==> config.mk <==
export PLATFORM = sky130hd
export DESIGN_NAME = hw_stack_flat
export DESIGN_NICKNAME = d
export VERILOG_FILES = /design/src/rtl/cpu_pkg.sv /design/src/rtl/hw_stack_if.sv /design/src/rtl/hwstack_mem.sv /design/src/rtl/hw_stack.sv /design/src/flat_wrapper.sv
export SDC_FILE = /design/constraint.sdc
export NUM_CORES = 1
export LEC_CHECK = 0
export ABC_AREA = 1
export ABC_CLOCK_PERIOD_IN_PS = 3600
export BUFFER_PORTS_ARGS = -buffer_cell sky130_fd_sc_hd__clkbuf_2
export CAP_MARGIN = 10
export CORE_MARGIN = 2
export CORE_UTILIZATION = 45
export CTS_CLUSTER_SIZE = 12
export DETAILED_ROUTE_END_ITERATION = 16
export PLACE_DENSITY = 0.72
export SYNTH_ARGS = -nofsm -noshare
export SYNTH_HDL_FRONTEND = slang
export SYNTH_HIERARCHICAL = 1
export SYNTH_SLANG_ARGS = --single-unit
==> constraint.sdc <==
create_clock -name i_clk -period 3.6 [get_ports i_clk]
set_input_delay 0.72 -clock i_clk [delete_from_list [all_inputs] [get_ports i_clk]]
set_output_delay 0.72 -clock i_clk [all_outputs]
set_load 0.005 [all_outputs]
==> src/rtl/cpu_pkg.sv <==
// cpu_pkg: constants shared across the 16-bit CPU datapath.
//   WORD_W      - machine word width in bits
//   STACK_DEPTH - default number of entries in the hardware return/operand stack
package cpu_pkg;

   localparam int WORD_W      = 16;
   localparam int STACK_DEPTH = 16;

endpackage : cpu_pkg

==> src/rtl/hw_stack_if.sv <==
// hw_stack_if: request/status bundle between the control unit and hw_stack.
//   master modport (control unit): drives i_push, i_pop, i_data, i_clr_err;
//                                  observes o_top, o_count, o_empty, o_full, o_ovf, o_unf
//   slave modport  (hw_stack):     the reverse
// DEPTH and WIDTH must match the parameters of the hw_stack instance on the slave side.
interface hw_stack_if
   import cpu_pkg::*;
#(
   parameter int DEPTH = STACK_DEPTH,
   parameter int WIDTH = WORD_W
);

   localparam int CW = $clog2(DEPTH + 1);

   logic             i_push;
   logic             i_pop;
   logic [WIDTH-1:0] i_data;
   logic             i_clr_err;
   logic [WIDTH-1:0] o_top;
   logic [CW-1:0]    o_count;
   logic             o_empty;
   logic             o_full;
   logic             o_ovf;
   logic             o_unf;

   modport master (
      output i_push, i_pop, i_data, i_clr_err,
      input  o_top, o_count, o_empty, o_full, o_ovf, o_unf
   );

   modport slave (
      input  i_push, i_pop, i_data, i_clr_err,
      output o_top, o_count, o_empty, o_full, o_ovf, o_unf
   );

endinterface : hw_stack_if

==> src/rtl/hwstack_mem.sv <==
// hwstack_mem: stack storage array. Not reset; contents are only meaningful
// below the owner's pointer.
//   i_clk   - clock, rising edge
//   i_we    - write enable, sampled at rising edge
//   i_waddr - write address
//   i_wdata - write data
//   i_raddr - asynchronous read address
//   o_rdata - asynchronous read data
module hwstack_mem #(
   parameter int DEPTH = 16,
   parameter int WIDTH = 16,
   localparam int AW   = (DEPTH > 1) ? $clog2(DEPTH) : 1
) (
   input  logic             i_clk,
   input  logic             i_we,
   input  logic [AW-1:0]    i_waddr,
   input  logic [WIDTH-1:0] i_wdata,
   input  logic [AW-1:0]    i_raddr,
   output logic [WIDTH-1:0] o_rdata
);

   logic [WIDTH-1:0] mem [DEPTH];

   always_ff @(posedge i_clk) begin
      if (i_we) begin
         mem[i_waddr] <= i_wdata;
      end
   end

   assign o_rdata = mem[i_raddr];

endmodule : hwstack_mem

==> src/rtl/hw_stack.sv <==
// hw_stack: hardware LIFO for return addresses and pushed operands.
//   i_clk   - clock, rising edge
//   i_rst_n - asynchronous active-low reset
//   bus     - hw_stack_if.slave: push/pop/data/clr_err requests in,
//             top/count/empty/full/ovf/unf status out
// Build option: define HWSTACK_ERR_EN to get sticky overflow/underflow flags
// cleared by i_clr_err; otherwise o_ovf/o_unf are tied low and i_clr_err is ignored.
// Illegal operations are dropped in both builds.
module hw_stack
   import cpu_pkg::*;
#(
   parameter int DEPTH = STACK_DEPTH,
   parameter int WIDTH = WORD_W
) (
   input  logic       i_clk,
   input  logic       i_rst_n,
   hw_stack_if.slave  bus
);

   localparam int CW = $clog2(DEPTH + 1);
   localparam int AW = (DEPTH > 1) ? $clog2(DEPTH) : 1;

   logic [CW-1:0]    cnt;
   logic [CW-1:0]    cnt_nxt;
   logic             empty;
   logic             full;
   logic             push_only;
   logic             pop_only;
   logic             replace;
   logic             wr_en;
   logic [AW-1:0]    wr_addr;
   logic [AW-1:0]    top_addr;
   logic [WIDTH-1:0] rd_data;

   assign empty     = (cnt == '0);
   assign full      = (cnt == CW'(DEPTH));
   assign push_only = bus.i_push & ~bus.i_pop;
   assign pop_only  = bus.i_pop & ~bus.i_push;
   // push+pop on a non-empty stack overwrites the top in place, even when full
   assign replace   = bus.i_push & bus.i_pop & ~empty;

   // cnt-1 wraps when empty; the read result is masked to 0 in that case
   assign top_addr  = AW'(cnt - CW'(1));

   // push+pop on an empty stack degenerates to a plain push at slot 0
   assign wr_en     = bus.i_push & (bus.i_pop | ~full);
   assign wr_addr   = replace ? top_addr : AW'(cnt);

   always_comb begin
      cnt_nxt = cnt;
      if (bus.i_push && !bus.i_pop && !full) begin
         cnt_nxt = cnt + CW'(1);
      end else if (pop_only && !empty) begin
         cnt_nxt = cnt - CW'(1);
      end else if (bus.i_push && bus.i_pop && empty) begin
         cnt_nxt = CW'(1);
      end
   end

   always_ff @(posedge i_clk or negedge i_rst_n) begin
      if (!i_rst_n) begin
         cnt <= '0;
      end else begin
         cnt <= cnt_nxt;
      end
   end

   hwstack_mem #(
      .DEPTH (DEPTH),
      .WIDTH (WIDTH)
   ) u_mem (
      .i_clk   (i_clk),
      .i_we    (wr_en),
      .i_waddr (wr_addr),
      .i_wdata (bus.i_data),
      .i_raddr (top_addr),
      .o_rdata (rd_data)
   );

   assign bus.o_top   = empty ? '0 : rd_data;
   assign bus.o_count = cnt;
   assign bus.o_empty = empty;
   assign bus.o_full  = full;

`ifdef HWSTACK_ERR_EN
   logic ovf_ev;
   logic unf_ev;
   logic ovf_q;
   logic unf_q;

   assign ovf_ev = push_only & full;
   // covers both a bare pop and the pop half of push+pop on an empty stack
   assign unf_ev = bus.i_pop & empty;

   // a new event wins over a simultaneous clear
   always_ff @(posedge i_clk or negedge i_rst_n) begin
      if (!i_rst_n) begin
         ovf_q <= 1'b0;
         unf_q <= 1'b0;
      end else begin
         if (ovf_ev) begin
            ovf_q <= 1'b1;
         end else if (bus.i_clr_err) begin
            ovf_q <= 1'b0;
         end
         if (unf_ev) begin
            unf_q <= 1'b1;
         end else if (bus.i_clr_err) begin
            unf_q <= 1'b0;
         end
      end
   end

   assign bus.o_ovf = ovf_q;
   assign bus.o_unf = unf_q;
`else
   assign bus.o_ovf = 1'b0;
   assign bus.o_unf = 1'b0;
`endif

endmodule : hw_stack

==> src/flat_wrapper.sv <==
// flat-port wrapper written by rule: the top's interface ports become plain ports
module hw_stack_flat import cpu_pkg::*;
#(
   parameter int DEPTH = STACK_DEPTH,
   parameter int WIDTH = WORD_W
)
  (i_clk, i_rst_n, bus_i_push, bus_i_pop, bus_i_data, bus_i_clr_err, bus_o_top, bus_o_count, bus_o_empty, bus_o_full, bus_o_ovf, bus_o_unf);
  hw_stack_if #(.DEPTH(DEPTH), .WIDTH(WIDTH)) bus_i ();
  input  logic i_clk;
  input  logic i_rst_n;
  input wire logic [$bits(bus_i.i_push)-1:0] bus_i_push;
  input wire logic [$bits(bus_i.i_pop)-1:0] bus_i_pop;
  input wire logic [$bits(bus_i.i_data)-1:0] bus_i_data;
  input wire logic [$bits(bus_i.i_clr_err)-1:0] bus_i_clr_err;
  output wire logic [$bits(bus_i.o_top)-1:0] bus_o_top;
  output wire logic [$bits(bus_i.o_count)-1:0] bus_o_count;
  output wire logic [$bits(bus_i.o_empty)-1:0] bus_o_empty;
  output wire logic [$bits(bus_i.o_full)-1:0] bus_o_full;
  output wire logic [$bits(bus_i.o_ovf)-1:0] bus_o_ovf;
  output wire logic [$bits(bus_i.o_unf)-1:0] bus_o_unf;
  assign bus_i.i_push = bus_i_push;
  assign bus_i.i_pop = bus_i_pop;
  assign bus_i.i_data = bus_i_data;
  assign bus_i.i_clr_err = bus_i_clr_err;
  assign bus_o_top = bus_i.o_top;
  assign bus_o_count = bus_i.o_count;
  assign bus_o_empty = bus_i.o_empty;
  assign bus_o_full = bus_i.o_full;
  assign bus_o_ovf = bus_i.o_ovf;
  assign bus_o_unf = bus_i.o_unf;
  hw_stack #(.DEPTH(DEPTH), .WIDTH(WIDTH)) u_core (.i_clk(i_clk), .i_rst_n(i_rst_n), .bus(bus_i));
endmodule
# Word level (Yosys, flattened, before mapping)
# Memory sizes are Yosys's and may differ from the RTL's.
# Index checks and enable logic that the tools add are counted.
dict set report totals {
  input_bits 21
  register_bits 5
  output_inout_bits 25
  ram_bits 256
  mem_count 1
}
# memory depth width read_ports rd_ports_with_merged_regs write_ports line_no
set mem_list {}
lappend mem_list {u_core.u_mem.mem 16 16 1 0 1 hwstack_mem.sv:22} ;# logic [WIDTH-1:0] mem [DEPTH];
dict set report classes {
  n_mux 7
  eq_ne 1
  n_addsub 2
  bitwise 8
  n_reduce_logical 10
}
# cell count
set op_table {}
lappend op_table {{$mux W16} 1}
lappend op_table {{$mux W5} 3}
lappend op_table {{$add A5 B1 Y5 const B} 1}
lappend op_table {{$eq A5 B5 Y1 const B} 1}
lappend op_table {{$logic_and A1 B1 Y1} 5}
lappend op_table {{$logic_not A5 Y1} 1}
lappend op_table {{$sub A5 B1 Y5 const B} 1}
lappend op_table {{$and A1 B1 Y1} 4}
lappend op_table {{$mux W4} 1}
lappend op_table {{$logic_not A1 Y1} 3}
lappend op_table {{$not A1 Y1} 3}
lappend op_table {{$reduce_bool A3 Y1} 1}
lappend op_table {{$mux W1} 2}
lappend op_table {{$or A1 B1 Y1} 1}

# Longest topological paths before layout
dict set report depth {
  word_depth 6
  ltp_mapped 13
  depth_no_buf 10
}

# Modules after synthesis
# The synthesis kept the hierarchy.
# module seq_area_each_um2 cells_per_inst area_each_um2 instances
set modules_own_cells {}
lappend modules_own_cells {hwstack_mem 7687.4 1058 11060.6 1}
lappend modules_own_cells {hw_stack 125.1 120 794.5 1}

# Worst setup path after synthesis
# Ideal clock, no wire load.
dict set report synth_timing {
  kind {register to register}
  startpoint {register u_core.cnt[0], in the netlist u_core/bus.o_count[0]}
  endpoint {memory u_core.u_mem.mem[4][0], enable pin}
  path_stages_with_launch 8
  arrival_ns 2.281
  path_buffers 0
  synth_period_minus_slack_ns 2.670
  setup_slack_ns 0.930
  path_cell_list {dfrtp_1 > inv_1 > ha_1 > xor2_1 > nor2_1 > a21oi_1 > nand3b_1 > nor2_1}
}
# item line_no
set synth_lines {}
lappend synth_lines {{start, declared} hw_stack.sv:23} ;# logic [CW-1:0] cnt;
lappend synth_lines {{start signal, assigned} hw_stack.sv:64} ;# cnt <= cnt_nxt;
lappend synth_lines {{$sub A5 B1 Y5} hw_stack.sv:43} ;# assign top_addr = AW'(cnt - CW'(1));
lappend synth_lines {{via u_core.top_addr[0]} hw_stack.sv:32} ;# logic [AW-1:0] top_addr;
lappend synth_lines {{$mux W4} hw_stack.sv:47} ;# assign wr_addr = replace ? top_addr : AW'(cnt);
lappend synth_lines {{end, declared} hwstack_mem.sv:22}
# The timed path passes the listed nets, and every way through them passes these cells.

# Worst setup path after layout
dict set report layout_timing {
  startpoint {register u_core.cnt[0], in the netlist u_core/bus.o_count[0]}
  endpoint {output bus_o_top[10]}
}
dict set report layout_between {
  elab_chain_cells 3
}
# item line_no
set layout_lines {}
lappend layout_lines {{$sub A5 B1 Y5} hw_stack.sv:43}
lappend layout_lines {{via u_core.top_addr[0]} hw_stack.sv:32}
lappend layout_lines {{$mem_v2 Z16 W16} -}
lappend layout_lines {{via u_core.rd_data[10]} hw_stack.sv:33} ;# logic [WIDTH-1:0] rd_data;
lappend layout_lines {{$mux W16} hw_stack.sv:80} ;# assign bus.o_top = empty ? '0 : rd_data;
lappend layout_lines {{end, declared} flat_wrapper.sv:15} ;# output wire logic [$bits(bus_i.o_top)-1:0] bus_o_top;
# The timed path passes the listed nets, and every way through them passes these cells.

==> summary.md <==
| Metric | Value |
|---|---|
| Clock root buffer | `clkbuf_16` |
| Fmax | `0.293 GHz` |
| Fin. Hold Viols | `0` |
| Top cells by count, synth | `nand2_1, edfxtp_1, inv_1` |
| CTS tree | `done` |
| Post-DP Area | `12500 µm²` |
| Syn. warnings | `6` |
| Async SR Flop Fraction | `1.92%` |
| Die Wd | `166 µm` |
| Syn_area_per_cell | `10.1 µm²` |
| Largest net degree at the start of global routing | `67` |
| Final WS setup | `0.185 ns` |
| Slew headroom | `15.4%` |
| Placed Cells | `1529` |
| Finished Cell Area | `13300 µm²` |
| Pwr Density | `923 nW/µm²` |
| Outcome | `completed` |
| ANT nets after route | `0` |
| Detail Placement HPWL | `15300 µm` |
| CP peak stage delay | `0.45 ns` |
| Via count | `8071` |
| Cell with the most instances after synthesis | `nand2_1` |
| Clk_lat worst skew | `0.53 ns` |
| CTS Buf Count | `27` |
| DR pass1 iterations | `5` |
| DR WL/cell | `17.4 µm` |
| Worst path required time | `2.88 ns` |
| Congestion Overflow GR | `0` |
| Worst r2r dst | `u_core/u_mem/mem[3][14]$_DFFE_PP_` |
| CP arrival | `2.69 ns` |
| ANT cells | `0` |
| Post-Place Setup Slack | `0.330 ns` |
| Routed WL | `27400 µm` |
| Family with the most delay on the worst path | `buffers and inverters` |
| 1st-iter DRT viols | `725` |
| HP Class | `primary input to async pin` |
| H-tree Lvls | `1` |
| # DRC | `0` |
| Vias in the first global route | `7816` |
| EDFF count, synth | `256` |
| Total power | `12.3 mW` |
| Layout area overhead | `12.2%` |
| R2R setup slack | `0.30 ns` |
| Clk slew on worst S/H paths | `0.06 ns` |
| Yosys top cell by area | `edfxtp_1` |
| Seq cells post-synth | `261` |
| RSZ-0062 raised after global routing | `no` |
| Leak | `5.85 nW` |
| Peak VDD IR | `680 µV` |
| Total of max-cap violations | `0` |
| TNS Setup | `0 ns` |
| Worst path most repeated cell | `nand3_1` |
| Worst-path maximum fanout | `32` |
| Layout cells sized above 1 | `12.6%` |
| Worst-Margin Slew | `1.27 ns` |
| Tmin final | `3.41 ns` |
| Area contributors post-synth | `edfxtp_1, nand2_1, nand3_1` |
| Post-Syn Instances | `1178` |
| CTS sink count | `261` |
| I/O pin total | `46` |
| Netlist cell types | `28` |
| Core area | `26000 µm²` |
| CP Launch Type | `register` |
| Die area | `27700 µm²` |
| GR Util All Layers | `19.8%` |
| Via-to-Cell Ratio | `5.13` |
| Post-synthesis sequential area ratio | `65.9%` |
| Slew Limit Fails | `0` |
| GP Congestion | `0.819` |
| Critical path buffer and inverter count | `5` |
| Post-synth top flop | `edfxtp_1` |
| Crit path capture type | `output pin` |
| Site Rows | `59` |
| Cell area after synthesis | `11900 µm²` |
| First-pass GRT wire length | `42700 µm` |
| Layout net count | `1248` |
| Initial Util | `45.6%` |
| Share of the synthesized area in the top cell type | `64.8%` |
| Fin cells | `1572` |
| FF-to-FF Start | `u_core/bus.o_count[0]$_DFFE_PN0P_` |
| Postcts setup bufs | `0` |
| Initial antenna violation count | `0` |
| Die Ht | `166 µm` |
| CP Cell Sequence | `inv_4, ha_1, xor2_4, inv_1, buf_6, nand3_1, nand3_1, nand2_1, nand2_4, inv_2, clkbuf_2` |
| Maximum clock insertion buffer count | `3` |
| CP Class | `register to output pin` |
| Setup-failing EPs final | `0` |
| Slowest stage cell on the critical path | `dfrtp_2` |
| Final Skew | `0.0113 ns` |
| Port bufs | `42` |
| Worst reg2reg path depth | `7` |
| Fin crit share | `94.9%` |
metrics by stage:
| step | hold slack (ns) | util, % |
|---|---|---|
| after floorplan | 0.424 | - |
| after global placement | 0.551 | 48.1 |
| after detailed placement | 0.555 | 48.1 |
| after CTS | 0.532 | 51.1 |
| after global routing | 0.560 | 51.2 |
| final | 0.538 | 51.2 |
kinds of logic after synthesis:
group                      share of synthesized area [%]
adders and majority gates                          0.211
buffers and inverters                               10.4
other                                             0.0316
DFF                                                 65.9
AOI/OAI and AO/OA                                  0.169
and+or+nand+nor                                     23.0
xor gates and xnor gates                           0.222
registers in the layout, summed over array words and instances, names as in the netlist:
signal	count
u_core/bus.o_count	5
u_core/u_mem/mem	256
routing by layer:
layer / up-vias / global-route usage [%] / wire, µm
li1: 3856 / - / -
met1: 3855 / 26.3 / 11400
met2: 315 / 34.4 / 13500
met3: 45 / 2.60 / 1900
met4: 0 / 5.32 / 572
met5: - / 0 / 0
how the worst max path moves through the flow:
stage / from / to / slack, ns / cells after the start
global placement: u_core/bus.o_count[0]$_DFFE_PN0P_ / u_core/u_mem/mem[0][2]$_DFFE_PP_ / 0.46 / 7
finish: u_core/bus.o_count[0]$_DFFE_PN0P_ / bus_o_top[10] / 0.19 / 11
floorplan: u_core/bus.o_count[0]$_DFFE_PN0P_ / u_core/u_mem/mem[4][0]$_DFFE_PP_ / 0.93 / 7
detailed placement: u_core/bus.o_count[0]$_DFFE_PN0P_ / u_core/u_mem/mem[0][8]$_DFFE_PP_ / 0.33 / 7
CTS: u_core/bus.o_count[0]$_DFFE_PN0P_ / bus_o_top[10] / 0.02 / 11
global route: u_core/bus.o_count[0]$_DFFE_PN0P_ / bus_o_top[5] / 0.04 / 11
final cells by class:
cell class / count / area (µm²)
Clock inverter: 6 / 31.3
Clock buffer: 35 / 706
Sequential cell: 261 / 7820
Fill cell: 2207 / 12700
Multi-Input combinational cell: 633 / 2870
Inverter: 228 / 861
Timing Repair Buffer: 74 / 597
Tap cell: 335 / 419
where the power goes:
part / total (mW) / switching [mW] / internal (mW)
sequential: 3.92 / 0.141 / 3.78
clock: 2.44 / 1.08 / 1.36
combinational: 5.92 / 3.99 / 1.93
total: 12.3 / 5.21 / 7.07
cells in the final DEF, fill, tap and decap left out, types with 2 or more instances in the layout:
| cell | count |
|---|---|
| nand2_1 | 368 |
| nand2_4 | 9 |
| inv_4 | 2 |
| edfxtp_1 | 256 |
| nand2_2 | 3 |
| buf_6 | 3 |
| nand3b_1 | 2 |
| clkinv_1 | 2 |
| clkbuf_1 | 8 |
| nor2_2 | 17 |
| nor2_1 | 11 |
| ha_1 | 2 |
| dfrtp_1 | 3 |
| dfrtp_2 | 2 |
| inv_1 | 212 |
| conb_1 | 2 |
| buf_12 | 7 |
| inv_2 | 14 |
| clkinv_2 | 3 |
| o21ai_1 | 2 |
| xor2_1 | 2 |
| buf_4 | 19 |
| nand3_2 | 2 |
| nand3_1 | 202 |
| clkbuf_16 | 27 |
| nand4_1 | 6 |
| clkbuf_2 | 42 |
timing repair:
item | in CTS | in global routing
hold endpoints to repair | 3 | 0
gates resized for setup | 1 | 5
gates cloned | 1 | 0
endpoints found under the setup margin | 2 | 16
hold buffers | 1 | 0
Note: power is estimated with default switching activity, not from simulation.
